**src/rtl/draw_bug_pkg.sv**
```systemverilog
// Shared definitions for the bug sprite game block: screen geometry, sprite
// defaults, FSM encoding and the video timing bundle carried through the pipeline.
package draw_bug_pkg;

  localparam int SCREEN_WIDTH  = 1024;
  localparam int SCREEN_HEIGHT = 768;
  localparam int SPRITE_W_DEF  = 54;
  localparam int SPRITE_H_DEF  = 53;
  localparam int START_X       = 100;
  localparam int START_Y       = 100;

  typedef enum logic [1:0] {
    ST_IDLE   = 2'd0,
    ST_MOVE   = 2'd1,
    ST_HIDDEN = 2'd2
  } bug_state_t;

  typedef struct packed {
    logic [11:0] hcount;
    logic [11:0] vcount;
    logic        hsync;
    logic        hblnk;
    logic        vsync;
    logic        vblnk;
    logic [11:0] rgb;
  } timing_t;

endpackage

```
**src/rtl/draw_bug_if.sv**
```systemverilog
// Video/pointer/ROM bus of the bug sprite block. The slave side is the
// compositor; the master side drives timing, pointer and ROM data.
interface draw_bug_if;
  logic        enable;
  logic        mouse_left;
  logic [11:0] xpos;
  logic [11:0] ypos;
  logic [11:0] hcount_in;
  logic [11:0] vcount_in;
  logic        hsync_in;
  logic        hblnk_in;
  logic        vsync_in;
  logic        vblnk_in;
  logic [11:0] rgb_in;
  logic [11:0] rgb_pixel;
  logic [11:0] pixel_addr;
  logic [11:0] hcount_out;
  logic [11:0] vcount_out;
  logic        hsync_out;
  logic        hblnk_out;
  logic        vsync_out;
  logic        vblnk_out;
  logic [11:0] rgb_out;
  logic [7:0]  hit_count;

  modport slave (
    input  enable, mouse_left, xpos, ypos,
    input  hcount_in, vcount_in, hsync_in, hblnk_in, vsync_in, vblnk_in, rgb_in,
    input  rgb_pixel,
    output pixel_addr,
    output hcount_out, vcount_out, hsync_out, hblnk_out, vsync_out, vblnk_out,
    output rgb_out, hit_count
  );

  modport master (
    output enable, mouse_left, xpos, ypos,
    output hcount_in, vcount_in, hsync_in, hblnk_in, vsync_in, vblnk_in, rgb_in,
    output rgb_pixel,
    input  pixel_addr,
    input  hcount_out, vcount_out, hsync_out, hblnk_out, vsync_out, vblnk_out,
    input  rgb_out, hit_count
  );
endinterface

```
**src/rtl/draw_bug_bug_ctl.sv**
```systemverilog
// Bug position and game FSM: bounces the sprite once per frame, hides it for a
// fixed number of frames after a click lands on it, and counts hits.
module bug_ctl
  import draw_bug_pkg::*;
#(
  parameter int SPRITE_W    = SPRITE_W_DEF,
  parameter int SPRITE_H    = SPRITE_H_DEF,
  parameter int STEP        = 2,
  parameter int HIDE_FRAMES = 64
) (
  input  logic        pclk,
  input  logic        rst,
  input  logic        enable,
  input  logic        mouse_left,
  input  logic [11:0] xpos,
  input  logic [11:0] ypos,
  input  logic        vblnk,
  output logic [11:0] bug_x,
  output logic [11:0] bug_y,
  output logic        visible,
  output logic [7:0]  hit_count
);

  localparam logic [11:0] X_MAX   = 12'(SCREEN_WIDTH - SPRITE_W);
  localparam logic [11:0] Y_MAX   = 12'(SCREEN_HEIGHT - SPRITE_H);
  localparam logic [11:0] W_V     = 12'(SPRITE_W);
  localparam logic [11:0] H_V     = 12'(SPRITE_H);
  localparam logic [11:0] STEP_V  = 12'(STEP);
  localparam logic [11:0] START_XV = 12'(START_X);
  localparam logic [11:0] START_YV = 12'(START_Y);
  localparam int          CNT_W   = $clog2(HIDE_FRAMES + 1);
  localparam logic [CNT_W-1:0] CNT_LAST = CNT_W'(HIDE_FRAMES - 1);

  bug_state_t       state_r;
  logic [11:0]      bug_x_r, bug_y_r;
  logic             dir_x_r, dir_y_r;
  logic             visible_r;
  logic [7:0]       hit_cnt_r;
  logic [CNT_W-1:0] hide_cnt_r;
  logic             vblnk_prev_r;
  logic [12:0]      nx_s, ny_s;
  logic             frame_tick_s, hit_s;

  // One axis step: returns {new_dir, new_pos}; reaching an edge clamps and flips.
  function automatic logic [12:0] step_axis(input logic [11:0] pos, input logic dir_pos,
                                            input logic [11:0] lim, input logic [11:0] step);
    if (dir_pos) begin
      if (pos + step >= lim) return {1'b0, lim};
      else                   return {1'b1, pos + step};
    end else begin
      if (pos <= step)       return {1'b1, 12'd0};
      else                   return {1'b0, pos - step};
    end
  endfunction

  // Next-step candidates, frame edge detect and pointer hit test.
  always_comb begin
    nx_s         = step_axis(bug_x_r, dir_x_r, X_MAX, STEP_V);
    ny_s         = step_axis(bug_y_r, dir_y_r, Y_MAX, STEP_V);
    frame_tick_s = vblnk && !vblnk_prev_r;
    hit_s        = mouse_left && (xpos >= bug_x_r) && (xpos < bug_x_r + W_V)
                   && (ypos >= bug_y_r) && (ypos < bug_y_r + H_V);
  end

  // Game FSM with position, direction, hide timer and hit counter.
  always_ff @(posedge pclk) begin
    if (rst) begin
      state_r      <= ST_IDLE;
      bug_x_r      <= START_XV;
      bug_y_r      <= START_YV;
      dir_x_r      <= 1'b1;
      dir_y_r      <= 1'b1;
      visible_r    <= 1'b1;
      hit_cnt_r    <= 8'd0;
      hide_cnt_r   <= '0;
      vblnk_prev_r <= 1'b0;
    end else begin
      vblnk_prev_r <= vblnk;
      if (!enable) begin
        state_r    <= ST_IDLE;
        bug_x_r    <= START_XV;
        bug_y_r    <= START_YV;
        dir_x_r    <= 1'b1;
        dir_y_r    <= 1'b1;
        visible_r  <= 1'b1;
        hide_cnt_r <= '0;
      end else begin
        case (state_r)
          ST_IDLE: begin
            if (frame_tick_s) begin
              state_r <= ST_MOVE;
              {dir_x_r, bug_x_r} <= nx_s;
              {dir_y_r, bug_y_r} <= ny_s;
            end
          end
          ST_MOVE: begin
            // A hit on the tick cycle freezes the position where it was clicked.
            if (hit_s) begin
              state_r    <= ST_HIDDEN;
              visible_r  <= 1'b0;
              hide_cnt_r <= '0;
              if (hit_cnt_r != 8'd255) hit_cnt_r <= hit_cnt_r + 8'd1;
            end else if (frame_tick_s) begin
              {dir_x_r, bug_x_r} <= nx_s;
              {dir_y_r, bug_y_r} <= ny_s;
            end
          end
          ST_HIDDEN: begin
            if (frame_tick_s) begin
              if (hide_cnt_r == CNT_LAST) begin
                state_r    <= ST_MOVE;
                visible_r  <= 1'b1;
                hide_cnt_r <= '0;
                bug_x_r    <= START_XV;
                bug_y_r    <= START_YV;
                dir_x_r    <= !dir_x_r;
                dir_y_r    <= !dir_y_r;
              end else begin
                hide_cnt_r <= hide_cnt_r + CNT_W'(1);
              end
            end
          end
          default: begin
            state_r   <= ST_IDLE;
            visible_r <= 1'b1;
          end
        endcase
      end
    end
  end

  assign bug_x     = bug_x_r;
  assign bug_y     = bug_y_r;
  assign visible   = visible_r;
  assign hit_count = hit_cnt_r;

endmodule

```
**src/rtl/draw_bug.sv**
```systemverilog
// Bug sprite compositor: two-stage pixel pipeline overlaying the ROM sprite on
// the incoming video, with position/game control in bug_ctl.
module draw_bug
  import draw_bug_pkg::*;
#(
  parameter int          SPRITE_W    = SPRITE_W_DEF,
  parameter int          SPRITE_H    = SPRITE_H_DEF,
  parameter int          STEP        = 2,
  parameter int          HIDE_FRAMES = 64,
  parameter logic [11:0] KEY_COLOR   = 12'hF0F
) (
  input logic       pclk,
  input logic       rst,
  draw_bug_if.slave bus
);

  localparam logic [11:0] W_V = 12'(SPRITE_W);
  localparam logic [11:0] H_V = 12'(SPRITE_H);

  timing_t     tim_in_s, tim_d1_r, tim_d2_r;
  logic [11:0] bug_x_s, bug_y_s;
  logic        visible_s;
  logic        inside_s, inside_d1_r, inside_d2_r;
  logic [11:0] addr_s, addr_r;
  logic [11:0] rgb_out_s;

  bug_ctl #(
    .SPRITE_W    (SPRITE_W),
    .SPRITE_H    (SPRITE_H),
    .STEP        (STEP),
    .HIDE_FRAMES (HIDE_FRAMES)
  ) u_ctl (
    .pclk       (pclk),
    .rst        (rst),
    .enable     (bus.enable),
    .mouse_left (bus.mouse_left),
    .xpos       (bus.xpos),
    .ypos       (bus.ypos),
    .vblnk      (bus.vblnk_in),
    .bug_x      (bug_x_s),
    .bug_y      (bug_y_s),
    .visible    (visible_s),
    .hit_count  (bus.hit_count)
  );

  // Stage-1 sprite window test and ROM address; position only moves on frame ticks.
  always_comb begin
    tim_in_s = '{hcount: bus.hcount_in, vcount: bus.vcount_in,
                 hsync: bus.hsync_in, hblnk: bus.hblnk_in,
                 vsync: bus.vsync_in, vblnk: bus.vblnk_in, rgb: bus.rgb_in};
    inside_s = !bus.hblnk_in && !bus.vblnk_in && visible_s
               && (bus.hcount_in >= bug_x_s) && (bus.hcount_in < bug_x_s + W_V)
               && (bus.vcount_in >= bug_y_s) && (bus.vcount_in < bug_y_s + H_V);
    if (inside_s) addr_s = 12'((bus.vcount_in - bug_y_s) * W_V + (bus.hcount_in - bug_x_s));
    else          addr_s = 12'd0;
  end

  // Two pipeline stages for timing, background and the inside flag.
  always_ff @(posedge pclk) begin
    if (rst) begin
      tim_d1_r    <= '0;
      tim_d2_r    <= '0;
      inside_d1_r <= 1'b0;
      inside_d2_r <= 1'b0;
      addr_r      <= 12'd0;
    end else begin
      tim_d1_r    <= tim_in_s;
      tim_d2_r    <= tim_d1_r;
      inside_d1_r <= inside_s;
      inside_d2_r <= inside_d1_r;
      addr_r      <= addr_s;
    end
  end

  // ROM word arrives registered by the ROM itself, aligned with stage 2.
  always_comb begin
    if (inside_d2_r && (bus.rgb_pixel != KEY_COLOR)) rgb_out_s = bus.rgb_pixel;
    else                                             rgb_out_s = tim_d2_r.rgb;
  end

  assign bus.pixel_addr = addr_r;
  assign bus.hcount_out = tim_d2_r.hcount;
  assign bus.vcount_out = tim_d2_r.vcount;
  assign bus.hsync_out  = tim_d2_r.hsync;
  assign bus.hblnk_out  = tim_d2_r.hblnk;
  assign bus.vsync_out  = tim_d2_r.vsync;
  assign bus.vblnk_out  = tim_d2_r.vblnk;
  assign bus.rgb_out    = rgb_out_s;

endmodule

```
**src/flat_wrapper.sv**
```systemverilog
// flat-port wrapper written by rule: the top's interface ports become plain ports
module draw_bug_flat import draw_bug_pkg::*;
#(
  parameter int          SPRITE_W    = SPRITE_W_DEF,
  parameter int          SPRITE_H    = SPRITE_H_DEF,
  parameter int          STEP        = 2,
  parameter int          HIDE_FRAMES = 64,
  parameter logic [11:0] KEY_COLOR   = 12'hF0F
)
  (pclk, rst, bus_enable, bus_mouse_left, bus_xpos, bus_ypos, bus_hcount_in, bus_vcount_in, bus_hsync_in, bus_hblnk_in, bus_vsync_in, bus_vblnk_in, bus_rgb_in, bus_rgb_pixel, bus_pixel_addr, bus_hcount_out, bus_vcount_out, bus_hsync_out, bus_hblnk_out, bus_vsync_out, bus_vblnk_out, bus_rgb_out, bus_hit_count);
  draw_bug_if bus_i ();
  input logic pclk;
  input logic rst;
  input wire logic [$bits(bus_i.enable)-1:0] bus_enable;
  input wire logic [$bits(bus_i.mouse_left)-1:0] bus_mouse_left;
  input wire logic [$bits(bus_i.xpos)-1:0] bus_xpos;
  input wire logic [$bits(bus_i.ypos)-1:0] bus_ypos;
  input wire logic [$bits(bus_i.hcount_in)-1:0] bus_hcount_in;
  input wire logic [$bits(bus_i.vcount_in)-1:0] bus_vcount_in;
  input wire logic [$bits(bus_i.hsync_in)-1:0] bus_hsync_in;
  input wire logic [$bits(bus_i.hblnk_in)-1:0] bus_hblnk_in;
  input wire logic [$bits(bus_i.vsync_in)-1:0] bus_vsync_in;
  input wire logic [$bits(bus_i.vblnk_in)-1:0] bus_vblnk_in;
  input wire logic [$bits(bus_i.rgb_in)-1:0] bus_rgb_in;
  input wire logic [$bits(bus_i.rgb_pixel)-1:0] bus_rgb_pixel;
  output wire logic [$bits(bus_i.pixel_addr)-1:0] bus_pixel_addr;
  output wire logic [$bits(bus_i.hcount_out)-1:0] bus_hcount_out;
  output wire logic [$bits(bus_i.vcount_out)-1:0] bus_vcount_out;
  output wire logic [$bits(bus_i.hsync_out)-1:0] bus_hsync_out;
  output wire logic [$bits(bus_i.hblnk_out)-1:0] bus_hblnk_out;
  output wire logic [$bits(bus_i.vsync_out)-1:0] bus_vsync_out;
  output wire logic [$bits(bus_i.vblnk_out)-1:0] bus_vblnk_out;
  output wire logic [$bits(bus_i.rgb_out)-1:0] bus_rgb_out;
  output wire logic [$bits(bus_i.hit_count)-1:0] bus_hit_count;
  assign bus_i.enable = bus_enable;
  assign bus_i.mouse_left = bus_mouse_left;
  assign bus_i.xpos = bus_xpos;
  assign bus_i.ypos = bus_ypos;
  assign bus_i.hcount_in = bus_hcount_in;
  assign bus_i.vcount_in = bus_vcount_in;
  assign bus_i.hsync_in = bus_hsync_in;
  assign bus_i.hblnk_in = bus_hblnk_in;
  assign bus_i.vsync_in = bus_vsync_in;
  assign bus_i.vblnk_in = bus_vblnk_in;
  assign bus_i.rgb_in = bus_rgb_in;
  assign bus_i.rgb_pixel = bus_rgb_pixel;
  assign bus_pixel_addr = bus_i.pixel_addr;
  assign bus_hcount_out = bus_i.hcount_out;
  assign bus_vcount_out = bus_i.vcount_out;
  assign bus_hsync_out = bus_i.hsync_out;
  assign bus_hblnk_out = bus_i.hblnk_out;
  assign bus_vsync_out = bus_i.vsync_out;
  assign bus_vblnk_out = bus_i.vblnk_out;
  assign bus_rgb_out = bus_i.rgb_out;
  assign bus_hit_count = bus_i.hit_count;
  draw_bug #(.SPRITE_W(SPRITE_W), .SPRITE_H(SPRITE_H), .STEP(STEP), .HIDE_FRAMES(HIDE_FRAMES), .KEY_COLOR(KEY_COLOR)) u_core (.pclk(pclk), .rst(rst), .bus(bus_i));
endmodule
```
**config.mk**
```make
export PLATFORM = sky130hd
export DESIGN_NAME = draw_bug_flat
export DESIGN_NICKNAME = d
export VERILOG_FILES = /design/src/rtl/draw_bug_pkg.sv /design/src/rtl/draw_bug_if.sv /design/src/rtl/draw_bug_bug_ctl.sv /design/src/rtl/draw_bug.sv /design/src/flat_wrapper.sv
export SDC_FILE = /design/constraint.sdc
export NUM_CORES = 1
export LEC_CHECK = 0
export CORE_AREA = 3 3 143 145
export DETAILED_ROUTE_END_ITERATION = 6
export DIE_AREA = 0 0 146 148
export DONT_BUFFER_PORTS = 1
export PLACE_DENSITY = 0.72
export SLEW_MARGIN = 30
export SYNTH_ARGS = -nofsm -noshare
export SYNTH_HDL_FRONTEND = slang
export SYNTH_SLANG_ARGS = --single-unit
```
**constraint.sdc**
```tcl
create_clock -name pclk -period 18.3 [get_ports pclk]
set_input_delay 1.83 -clock pclk [delete_from_list [all_inputs] [get_ports pclk]]
set_output_delay 1.83 -clock pclk [all_outputs]
set_load 0.005 [all_outputs]
```
Word-level counts from Yosys, hierarchy flattened
Index checks and enable logic that the tools add are counted.
Word-level totals
  register bits: 138
  latch bits: 0
  memory bits (writable): 0
  bits in read-only memories: 0
  input bits: 80
  output and inout port bits: 60
  word-level logic and storage cells: 127
  memories kept: 0
Operators by class
  add/sub/neg operators: 11
  multipliers: 1
  div/mod/pow operators: 0
  order comparisons: 12
  equality and inequality tests: 10
  shifts and indexed selects: 0
  mux-type cells: 38
  bitwise gates (word level): 3
  reductions and logical operators: 27
Operators by type and width (number)
  two-way mux 12 bit: 7
  two-way mux 13 bit: 6
  case mux 12 bit (3 select lines): 2
  >= comparator 12 bit: 4
  < comparator 12 bit: 4
  adder 12 x 2 -> 12 bit (second input constant): 2
  adder 12 x 6 -> 12 bit (second input constant): 2
  >= comparator 12 x 10 -> 1 bit (second input constant): 2
  <= comparator 12 x 2 -> 1 bit (second input constant): 2
  subtractor 12 bit: 2
  subtractor 12 x 2 -> 12 bit (second input constant): 2
  two-way mux 7 bit: 3
  AND reduction 4 bit: 4
  case mux 7 bit (2 select lines): 1
  adder 12 bit: 1
  logical AND 1 bit: 12
  multiplier 12 x 5 -> 11 bit (second input constant): 1
  inequality test 12 bit (second input constant): 1
  two-way mux 1 bit: 11
  inequality test 2 bit (second input constant): 5
  case mux 1 bit (3 select lines): 3
  adder 8 x 1 -> 8 bit (second input constant): 1
  two-way mux 2 bit: 4
  inequality test 8 bit (second input constant): 1
  other kinds (12): 19

Logic depth before layout (Yosys ltp)
  word-level depth: 9
  depth in mapped cells: 28
  gate-level depth less buffers: 28

Cells and area by module
From an unflattened synthesis, not the netlist that was laid out.
Unflattened totals
  cells, all modules: 1231
  area, all modules: 10471.3 um^2
By module, submodules not included
  draw_bug: times used 1, cells an instance 629, area each 5936.9 um^2, seq. area each 1881.8 um^2
  bug_ctl: times used 1, cells an instance 602, area each 4534.3 um^2, seq. area each 880.8 um^2

Least setup slack after synthesis
Ideal clock, no wire load.
  path type: input to register
  start point: input port bus_vcount_in[0]
  end point: register u_core.addr_r[11] (netlist: u_core.bus.pixel_addr[11])
  setup time: 0.064 ns
  data arrival time: 7.082 ns
  data required time: 18.236 ns
  setup slack: 11.153 ns
  cell stages on the path: 27
  buffers on the path: 0
  cell sequence: inv_1 > ha_1 > fa_1 > inv_1 > a21o_2 > a21oi_1 > xnor2_1 > ha_1 > ha_1 > xnor2_1 > fa_1 > inv_1 > ha_1 > inv_1 > o21bai_1 > a21oi_1 > xnor2_1 > fa_1 > xnor2_1 > xnor2_1 > xnor2_1 > xnor3_1 > xnor2_1 > xnor2_1 > xnor2_1 > mux2_1 > nor2_1
On the way
  longest elaborated chain between the ends: 5
  elaborated cells between the ends (all ways): 9
  those cells by class: add/sub: 2; mul: 1; order compare: 2; bitwise: 1; reduce/logical: 3
RTL lines
  start, declared: RTL line flat_wrapper.sv:19  | input wire logic [$bits(bus_i.vcount_in)-1:0] bus_vcount_in;
  parallel branches: the longest is 5 deep, another holds subtractor 12 bit
  end signal, assigned: RTL line draw_bug.sv:71  | addr_r <= addr_s;
  end, declared: RTL line draw_bug.sv:24  | logic [11:0] addr_s, addr_r;
Several ways; the timed one is not identified.
A chain may end at the register's enable or synchronous reset.

Worst setup path after layout
Same ends and word-level chain as after synthesis.

==> flow_summary_export.csv <==
group,metric,value,unit
detailed_routing,initialDrtViolationCount,485,
setup_path,cp.depth,27,
sta,setup_viol_count_final,0,
synthesis,ys_ff_latch,137,
setup_path,arrival,7.56,ns
run,maxCapViolations,0,
sta,layout_min_cycle_time,7.197,ns
clock_tree,cts_root_buf,"clkbuf_16",
detailed_routing,routed_wl,22.83,mm
sta,final_hold_viol_count,0,
global_routing,grt_util_met2,35.22,%
floorplan,fp.dieH,148,um
global_routing,busiest_layer,"met2",
power_and_ir_drop,vdd_drop_max,0.08746,mV
synthesis,synthFlopType,"dfxtp_1",
detailed_routing,first_pass_iters,5,
setup_path,critical_path.startpoint_type,"input port",
global_routing,grt_pass1_wl,36.94,mm
clock_tree,cts.sinks,137,
setup_path,worstReg2RegStart,"u_core.u_ctl.bug_y[1]",
synthesis,yosys-top-cells-count,"dfxtp_1 (137), ha_1 (133), nor2b_1 (90)",
floorplan,initial_core_util,49.81,%
sta,fin_tns_setup,0,ns
synthesis,synthCells,1118,
sta,drv_slew,0,
sta,tightest_slew,0.9115,ns
synthesis,async_reset_ff_share,0,%
sta,fmax,138.9,MHz
sta,skew,0.01270,ns
global_routing,grt.total_usage,21.00,%
synthesis,synth.top_cell.area_share,28.48,%
setup_path,r2r_end,"u_core.bus.pixel_addr[11]",
synthesis,synth_most_common_cell,"dfxtp_1",
global_routing,grt_max_degree,93,
setup_path,worstPathRequired,18.67,ns
synthesis,synth_area,9630,um2
floorplan,rows,51,
power_and_ir_drop,p_per_area,113.3,nW/um2
setup_path,crit_start,"bus_vcount_in[0]",
setup_path,worst-path-buf-inv,4,
detailed_routing,drcViolationCount,0,
global_routing,grt_overflow,0,
floorplan,die_w,146,um
synthesis,yosys_warnings,0,
run_status,status,"complete, no violations",
setup_path,setup.worst_path.end,"u_core.bus.pixel_addr[11]",
clock_tree,insertion_delay,0.44,ns
setup_path,path_class,"input port to flop",
detailed_routing,wl_per_cell,16.90,um
clock_tree,cts_setup_buffers,0,
clock_tree,numCtsBuffers,17,
global_routing,grtUsageMet3,4.936,%
power_and_ir_drop,cellLeakagePower,4.277,nW
detailed_routing,drtAntennaViolNets,0,
floorplan,core-area,19330,um2
cells_and_area,syn_to_final_growth,5.989,%
cells_and_area,drive_gt1_share,5.161,%
min_path,worstHoldPathType,"flop to flop",
sta,setup_slack,11.10,ns
floorplan,dieArea,21610,um2
detailed_routing,vias,7602,
setup_path,cp_top_family,"adder cells",
synthesis,yosysUniqueCellTypes,69,
detailed_routing,viasPerCell,5.627,
clock_tree,clk_pin_slew,0.06,ns
floorplan,io_pins,140,
setup_path,crit_top_cell,"xnor2_1",
clock_tree,holdBufCountCts,0,
clock_tree,h-tree-depth,4,
global_routing,antenna_found_initial,1,
placement,dp_hpwl,17.80,mm
setup_path,crit_slowest_cell,"fa_1",
placement,gp_congestion,0.9502,
placement,place_area,9620,um2
setup_path,r2r_cells,26,
sta,slew_headroom,39.11,%
cells_and_area,final_nets,1307,
global_routing,grt_pass1_vias,7283,
setup_path,r2r_setup_slack,11.80,ns
synthesis,synthTopCellsByArea,"dfxtp_1 (28%), ha_1 (17%), nor2b_1 (5.8%)",
setup_path,critPathMaxFanout,4,
placement,place_ws,10.65,ns
synthesis,synth_seq_area_share,28.48,%
synthesis,syn_area_per_cell,8.614,um2
setup_path,max_stage_delay,0.55,ns
synthesis,synth-edff-count,0,
cells_and_area,fin_area,10210,um2
synthesis,synth_top_area_cell,"dfxtp_1",
clock_tree,cts_resized,0,
sta,rsz0062_at_grt,"false",
clock_tree,cts_buffer_depth,2,
synthesis,syn_nets,1353,
clock_tree,tritoncts,"yes",
placement,port_buffers,0,
global_routing,use_met1,26.08,%
sta,finalCritPeriodShare,39.33,%
setup_path,end_kind,"flop",
area by class of cell:
type                       instances  area, um2
clock buffer                      17      425.4
inverter                          77      289.0
sequential                       137       2743
clock inverter                    15      156.4
multi-input combinational        837       6245
antenna                            1      2.502
fill                            1725       9128
tap                              265      331.6
timing repair buffer               2      15.01
power by group:
part	leakage (nW)	switching [W]	internal, W
Combinational	2.87	0.000259	0.000244
Sequential	1.12	0.00000435	0.000307
Clock	0.283	0.000149	0.000193
through the flow:
stage	instances	utilization [%]	hold WS, ns	power (W)
floorplan	1118	-	0.4088	0.0007393
global placement	1318	49.76	0.4153	0.0007990
detailed placement	1318	49.76	0.4201	0.0008113
CTS	1350	52.77	0.4285	0.001165
global route	1350	52.78	0.4402	0.001247
finish	1351	52.79	0.4293	0.001156
kinds of logic (layout without fill, tap and decap cells):
kind of cell	after synthesis	in the layout	share of synthesized area, %
simple gates	370	370	20.10
compound gates	231	231	15.10
fa+ha+maj	155	155	21.85
buf+inv	144	111	6.743
flops	137	137	28.48
xor+xnor	69	69	6.418
mux	11	11	1.273
other cells	1	2	0.03894
metal layers:
| layer | wire (um) | part of all wire (%) |
|---|---|---|
| met5 | 0 | 0 |
| met4 | 770 | 3.4 |
| met3 | 1578 | 6.9 |
| met2 | 10890 | 48 |
| met1 | 9594 | 42 |
state kept, by name, summed over array words and instances, names as in the netlist, 2 cells and up:
| name | flops |
|---|---|
| u_core.bus.hcount_out | 12 |
| u_core.bus.pixel_addr | 12 |
| u_core.bus.vcount_out | 12 |
| u_core.tim_d1_r | 40 |
| u_core.tim_d2_r | 12 |
| u_core.u_ctl.bug_x | 11 |
| u_core.u_ctl.bug_y | 12 |
| u_core.u_ctl.hide_cnt_r | 7 |
| u_core.u_ctl.hit_count | 8 |
| u_core.u_ctl.state_r | 2 |
placed cells by master, fill, tap and decap left out, types with 3 or more instances in the layout:
master     Yosys  routed
a2111oi_0      3       3
a211oi_1      10      10
a21o_1        15      15
a21oi_1       76      76
a221oi_1       3       3
a31oi_1        7       7
and2_1        10      10
and3_1         7       7
clkbuf_16      0      17
dfxtp_1      137     137
fa_1          22      22
ha_1         133     133
inv_1         75      75
inv_6          0       5
inv_8          0       4
mux2_2         9       9
nand2_1       60      60
nand2b_1       7       6
nand3_1       33      33
nand4_1       20      20
nor2_1        78      78
nor2b_1       90      90
nor3_1        29      29
nor3b_1        5       5
nor4_1         5       5
nor4b_1        3       3
o2111ai_1      3       3
o211ai_1      10      10
o21a_1         9       9
o21ai_0       56      56
o22a_1         3       3
o311ai_0       3       3
o31ai_1        9       9
or2_2          4       4
or3_1          6       6
or4_1          4       4
xnor2_1       54      54
xor2_1        14      14
worst min path at each step:
| stage | startpoint | to | cells past startpoint |
|---|---|---|---|
| after CTS | u_core.u_ctl.hide_cnt_r[6] | u_core.u_ctl.hide_cnt_r[6] | 2 |
| after global routing | u_core.tim_d1_r[8] | u_core.tim_d2_r[8] | 1 |
| after global placement | u_core.tim_d1_r[37] | u_core.bus.hcount_out[9] | 1 |
| after detailed placement | u_core.u_ctl.hide_cnt_r[6] | u_core.u_ctl.hide_cnt_r[6] | 2 |
| after floorplan | u_core.u_ctl.hide_cnt_r[6] | u_core.u_ctl.hide_cnt_r[6] | 2 |
| final | u_core.u_ctl.hide_cnt_r[6] | u_core.u_ctl.hide_cnt_r[6] | 2 |
worst reg2reg max path, delay by kind of cell, from the launching register on:
| family | cells | cell delay, ns |
|---|---|---|
| and+or+nand+nor | 3 | 0.46 |
| muxes | 1 | 0.33 |
| AOI/OAI and AO/OA | 4 | 0.67 |
| buffers and inverters | 2 | 0.33 |
| DFF | 1 | 0.67 |
| xor gates and xnor gates | 10 | 1.73 |
| adders and majority gates | 6 | 2.22 |
No activity file was read; power rests on OpenSTA's default activity.
